===== config.mk =====
export PLATFORM = sky130hd
export DESIGN_NAME = mult_booth_ctrl
export DESIGN_NICKNAME = d
export VERILOG_FILES = /design/src/rtl/mult_pkg.sv /design/src/rtl/adder_cla_32_bit.sv /design/src/rtl/mult_booth_ctrl.sv
export SDC_FILE = /design/constraint.sdc
export NUM_CORES = 1
export LEC_CHECK = 0
export CAP_MARGIN = 20
export CORE_AREA = 10 10 141 143
export DETAILED_ROUTE_END_ITERATION = 7
export DIE_AREA = 0 0 151 153
export MAX_ROUTING_LAYER = met4
export PLACE_DENSITY = 0.67
export SYNTH_ARGS = -nofsm -noshare
export SYNTH_HDL_FRONTEND = slang
export SYNTH_HIERARCHICAL = 1
export SYNTH_SLANG_ARGS = --single-unit

===== constraint.sdc =====
create_clock -name clock -period 5.5 [get_ports clock]
set_input_delay 1.375 -clock clock [delete_from_list [all_inputs] [get_ports clock]]
set_output_delay 1.375 -clock clock [all_outputs]
set_load 0.1 [all_outputs]

===== src/rtl/mult_pkg.sv =====
// Shared constants for the Booth multiplier controller: state encoding, sizes, Booth decode.
package mult_pkg;

  localparam int unsigned MULT_WIDTH = 32;
  localparam int unsigned MULT_STEPS = 32;

  localparam logic [1:0] StIdle = 2'b00;
  localparam logic [1:0] StRun  = 2'b01;
  localparam logic [1:0] StDone = 2'b10;

  // Booth recoding of {P[1], P[0]}: current multiplier bit and the one shifted out before it
  localparam logic [1:0] BoothNop0 = 2'b00;
  localparam logic [1:0] BoothAdd  = 2'b01;
  localparam logic [1:0] BoothSub  = 2'b10;
  localparam logic [1:0] BoothNop1 = 2'b11;

endpackage


===== src/rtl/adder_cla_32_bit.sv =====
// 32-bit adder built from 4-bit carry-lookahead groups; overflow flags signed overflow.
module adder_cla_32_bit (
  input  logic [31:0] in1,
  input  logic [31:0] in2,
  input  logic        cin,
  output logic [31:0] sum,
  output logic        overflow
);

  logic [31:0] g;
  logic [31:0] p;

  assign g = in1 & in2;
  assign p = in1 ^ in2;

  always_comb begin
    logic [32:0] c;
    logic        gg;
    logic        pg;
    c = '0;
    c[0] = cin;
    for (int blk = 0; blk < 8; blk++) begin
      int b;
      b = blk * 4;
      gg = g[b+3] | (p[b+3] & g[b+2]) | (p[b+3] & p[b+2] & g[b+1]) |
           (p[b+3] & p[b+2] & p[b+1] & g[b]);
      pg = &p[b +: 4];
      for (int i = 0; i < 3; i++) begin
        c[b+i+1] = g[b+i] | (p[b+i] & c[b+i]);
      end
      c[b+4] = gg | (pg & c[b]);
    end
    sum      = p ^ c[31:0];
    overflow = c[32] ^ c[31];
  end

endmodule


===== src/rtl/mult_booth_ctrl.sv =====
// Radix-2 Booth multiplier controller sharing one 32-bit CLA over 32 steps.
// Define MULT_OVF_EN to report products that do not fit in 32 signed bits.
module mult_booth_ctrl
  import mult_pkg::*;
#(
  parameter int unsigned WIDTH = MULT_WIDTH
) (
  input  logic             clock,
  input  logic             reset,
  input  logic             ctrl_MULT,
  input  logic [WIDTH-1:0] data_operandA,
  input  logic [WIDTH-1:0] data_operandB,
  output logic [WIDTH-1:0] data_result,
  output logic             data_exception,
  output logic             data_resultRDY
);

  logic [1:0]       state_q;
  logic [2*WIDTH:0] p_q;
  logic [2*WIDTH:0] p_d;
  logic [WIDTH-1:0] mcand_q;
  logic [5:0]       step_q;
  logic [WIDTH-1:0] result_q;
  logic             rdy_q;
  logic             last_step;

  logic [WIDTH-1:0] add_in2;
  logic             add_cin;
  logic [WIDTH-1:0] add_sum;
  logic             add_ovf;

  adder_cla_32_bit u_adder (
    .in1      (p_q[2*WIDTH:WIDTH+1]),
    .in2      (add_in2),
    .cin      (add_cin),
    .sum      (add_sum),
    .overflow (add_ovf)
  );

  // sum[31] ^ overflow is the true sign of the 33-bit add result (matters for mcand = -2^31)
  always_comb begin
    add_in2 = mcand_q;
    add_cin = 1'b0;
    p_d     = {p_q[2*WIDTH], p_q[2*WIDTH:1]};
    unique case (p_q[1:0])
      BoothAdd: begin
        p_d = {add_sum[WIDTH-1] ^ add_ovf, add_sum, p_q[WIDTH:1]};
      end
      BoothSub: begin
        add_in2 = ~mcand_q;
        add_cin = 1'b1;
        p_d     = {add_sum[WIDTH-1] ^ add_ovf, add_sum, p_q[WIDTH:1]};
      end
      BoothNop0, BoothNop1: ;
      default: ;
    endcase
  end

  assign last_step = (step_q == 6'(MULT_STEPS - 1));

`ifdef MULT_OVF_EN
  logic exc_q;

  always_ff @(posedge clock) begin
    if (reset) begin
      exc_q <= 1'b0;
    end else if (state_q == StRun && last_step) begin
      exc_q <= (p_d[2*WIDTH:WIDTH+1] != {WIDTH{p_d[WIDTH]}});
    end
  end

  assign data_exception = exc_q;
`else
  assign data_exception = 1'b0;
`endif

  // Result is captured on the final shift so it is valid together with the ready pulse
  always_ff @(posedge clock) begin
    if (reset) begin
      state_q  <= StIdle;
      p_q      <= '0;
      mcand_q  <= '0;
      step_q   <= '0;
      result_q <= '0;
      rdy_q    <= 1'b0;
    end else begin
      unique case (state_q)
        StIdle: begin
          rdy_q <= 1'b0;
          if (ctrl_MULT) begin
            mcand_q <= data_operandA;
            p_q     <= {{WIDTH{1'b0}}, data_operandB, 1'b0};
            step_q  <= '0;
            state_q <= StRun;
          end
        end
        StRun: begin
          p_q    <= p_d;
          step_q <= step_q + 6'd1;
          if (last_step) begin
            result_q <= p_d[WIDTH:1];
            rdy_q    <= 1'b1;
            state_q  <= StDone;
          end
        end
        StDone: begin
          rdy_q   <= 1'b0;
          state_q <= StIdle;
        end
        default: begin
          rdy_q   <= 1'b0;
          state_q <= StIdle;
        end
      endcase
    end
  end

  assign data_result    = result_q;
  assign data_resultRDY = rdy_q;

endmodule

==> results of run 1 <==
-- metrics by stage --
| step | hold WS, ns | setup WS, ns | TNS, ns | cells |
|---|---|---|---|---|
| 3_3_place_gp | 0.457 | 0.310 | 0 | 1136 |
| 2_1_floorplan | 0.448 | 0.509 | 0 | 864 |
| 6_report | 0.464 | 0.379 | 0 | 1179 |
| 5_1_grt | 0.489 | -0.00130 | -0.00130 | 1179 |
| 4_1_cts | 0.469 | 0.157 | 0 | 1168 |
| 3_5_place_dp | 0.461 | 0.208 | 0 | 1136 |
-- critical path, delay by kind of cell (launching register included) --
kind / cells / cell delay [ns]
muxes: 1 / 0.14
adders and majority gates: 5 / 1.85
DFF: 1 / 0.40
xor gates and xnor gates: 2 / 0.35
AOI/OAI and AO/OA: 7 / 1.45
buffers and inverters: 1 / 0.15
and+or+nand+nor: 4 / 0.70
-- worst max-delay path by stage --
stage,to,slack [ns]
after global placement,p_q[64],0.31
final,p_q[64],0.38
after floorplan,p_q[64],0.51
after global routing,p_q[64],-0.001
after detailed placement,p_q[64],0.21
after CTS,p_q[64],0.16
-- what timing repair did --
item | 4_1_cts | 5_1_grt
setup endpoints to repair | 0 | 1
buffers inserted | 0 | 11
gates resized for setup | 0 | 1
-- sequential cells by signal, summed over array words and instances (netlist names) --
signal / cells
data_result: 32
data_resultRDY: 1
mcand_q: 32
p_q: 65
state_q: 2
step_q: 6
-- logic make-up (layout without fill, tap and decap cells) --
kind of cell / count (synthesis) / count (layout) / synth area share [%]
and+or+nand+nor: 369 / 369 / 23.9
DFF: 138 / 138 / 36.5
AOI/OAI and AO/OA: 111 / 111 / 8.73
buffers and inverters: 80 / 170 / 4.81
muxes: 66 / 66 / 9.26
adders and majority gates: 58 / 58 / 12.0
xor gates and xnor gates: 41 / 41 / 4.75
other: 1 / 1 / 0.0496
-- power breakdown --
group	switching, mW	internal (mW)
Combinational	0.270	0.229
Clock	0.448	0.773
Sequential	0.0482	1.06
-- cell usage in the layout, fill, tap and decap left out, types with 2 or more instances in the layout --
cell	instances
a211oi_1	2
a21o_1	7
a21oi_1	78
a31oi_1	4
and3_1	2
buf_4	19
bufinv_16	4
clkbuf_16	17
clkdlybuf4s50_1	98
clkinv_2	3
clkinvlp_4	3
dfxtp_1	138
fa_1	24
ha_1	33
inv_1	20
inv_6	3
mux2_2	32
mux2i_1	34
nand2_1	105
nand2b_1	67
nand3_1	39
nand3b_1	3
nand4_1	2
nor2_1	98
nor2b_1	3
nor3_1	2
nor3b_4	2
nor4_1	31
o21ai_0	2
o21ba_2	2
o21bai_1	2
o311ai_1	2
or3_1	4
xnor2_1	4
xor2_1	37
-- cell type report --
class | instances | area (sq um)
fill | 1604 | 7690
multi-input combinational | 646 | 4470
sequential | 138 | 2760
timing repair buffer | 118 | 1140
clock buffer | 18 | 439
tap | 225 | 282
clock inverter | 14 | 193
inverter | 20 | 75.1
-- layer usage --
layer	part of all wire, %	vias up	track usage (%)
li1	-	3075	-
met1	45	2866	18.1
met2	51	72	24.8
met3	3.3	7	3.07
met4	0.66	0	3.30
met5	0	-	-
==> flow_summary.json, run 1 <==
{
  "outcome": "complete, no violations",
  "clk_pin_slew_ns": 0.06,
  "gp_congestion": 0.798,
  "holdCritPathClass": "reg -> reg",
  "synth_warnings": 6,
  "startpoint": "p_q[1]",
  "syn2layout_area_growth_pct": 23.8,
  "rows": 48,
  "worstSetupEndpointType": "flop",
  "max_stage_delay_ns": 0.47,
  "max_freq_ghz": 0.195,
  "skew_ns": 0.0107,
  "fin_area_sq_um": 9370,
  "crit_chain": "ha_4 > buf_4 > xor2_1 > ha_1 > o21ai_0 > nor2_1 > or3_1 > a31oi_1 > a2111oi_4 > o2111ai_1 > nand2_1 > fa_1 > fa_1 > fa_1 > nor2b_1 > mux2i_1 > o311ai_1 > a311oi_1 > xnor2_1 > a211oi_1",
  "antenna_found_initial": 0,
  "drt-total-wl_mm": 16.9,
  "io_buffer_count": 99,
  "die_y_microns": 153,
  "hold_viol_final": 0,
  "place_hpwl_mm": 11.3,
  "cpMostUsedCell": "fa_1",
  "crit_fanout": 13,
  "grt-ovfl-total": 0,
  "grt_usage_pct": 14.9,
  "clk-insertion-delay-late_ns": 0.42,
  "ys_ff_latch": 138,
  "maxCapViolations": 0,
  "rrSetupSlack_ns": 0.38,
  "slew-limit-headroom_pct": 31.0,
  "finalSetupViolations": 0,
  "synthTopCellsByArea": "dfxtp_1 (37%), fa_1 (6.3%), ha_1 (5.6%)",
  "grt_pass1_wl_mm": 28.1,
  "yosysTopAreaCell": "dfxtp_1",
  "io_pins": 101,
  "die_x_microns": 151,
  "syn_area_sq_um": 7570,
  "leakage_nw": 3.86,
  "arrival_ns": 5.44,
  "period_minus_slack_ns": 5.12,
  "hold_path_end": "mcand_q[24]",
  "min_from": "mcand_q[24]",
  "fin_crit_sh_pct": 93.1,
  "cts_made_buffers": 17,
  "postPlaceCellArea_sq_um": 8630,
  "slew_viol_final": 0,
  "fin_total_pwr_mw": 2.82,
  "synth_cell_types": 56,
  "synth_edf_count": 0,
  "peakVddDrop_uv": 229,
  "power_per_cell_area_nw_per_um2": 301,
  "drtAntennaViolNets": 0,
  "path_class": "reg -> reg",
  "rr_worst_depth": 20,
  "cts_sinks": 138,
  "layout.nets": 1066,
  "synthMostInstantiatedCell": "dfxtp_1",
  "ys_seq_area_share_pct": 36.5,
  "coreArea_sq_um": 17100,
  "via_per_inst": 5.11,
  "synth_commonest_cells": "dfxtp_1 (138), nand2_1 (105), nor2_1 (98)",
  "cts.path.max_buffers": 2,
  "start_kind": "flop",
  "avgSynthCellArea_sq_um": 8.76,
  "tritoncts": "built",
  "worst_pin_slew_ns": 1.03,
  "grt_max_degree": 70,
  "synth-main-ff-cell": "dfxtp_1",
  "synth_top_area_share_pct": 36.5,
  "synth_nets": 989,
  "diodes": 0,
  "synthArstFlopShare_pct": 0,
  "r2r_end": "p_q[64]",
  "dieArea_sq_um": 23100,
  "cts_root_buf": "clkbuf_16",
  "whs_path_depth": 2,
  "required_ns": 5.82,
  "wire_per_inst_microns": 14.3,
  "r2r-start": "p_q[1]",
  "drtPass1Iterations": 5,
  "grt_pass1_vias": 5775,
  "final_layout_size_suffix_gt1_share_pct": 10.3,
  "syn_inst": 864,
  "drc": 0,
  "h-tree-depth": 4,
  "cts_hold_buf": 0,
  "drtIter0Drc": 274,
  "start_util_pct": 44.4,
  "utilization_pct": 54.9,
  "vias": 6020,
  "critPathSlowestCell": "fa_1"
}
Power figures use the tool's default switching activity.
==> run 2: changes to the inputs <==
--- a/config.mk
+++ b/config.mk
@@ -7,6 +7,7 @@
 export LEC_CHECK = 0
 export CAP_MARGIN = 20
 export CORE_AREA = 10 10 141 143
+export CTS_CLUSTER_DIAMETER = 60
 export DETAILED_ROUTE_END_ITERATION = 7
 export DIE_AREA = 0 0 151 153
 export MAX_ROUTING_LAYER = met4
==> results of run 2 <==
The final DEF is identical to that of run 1; final timing and power are the same.
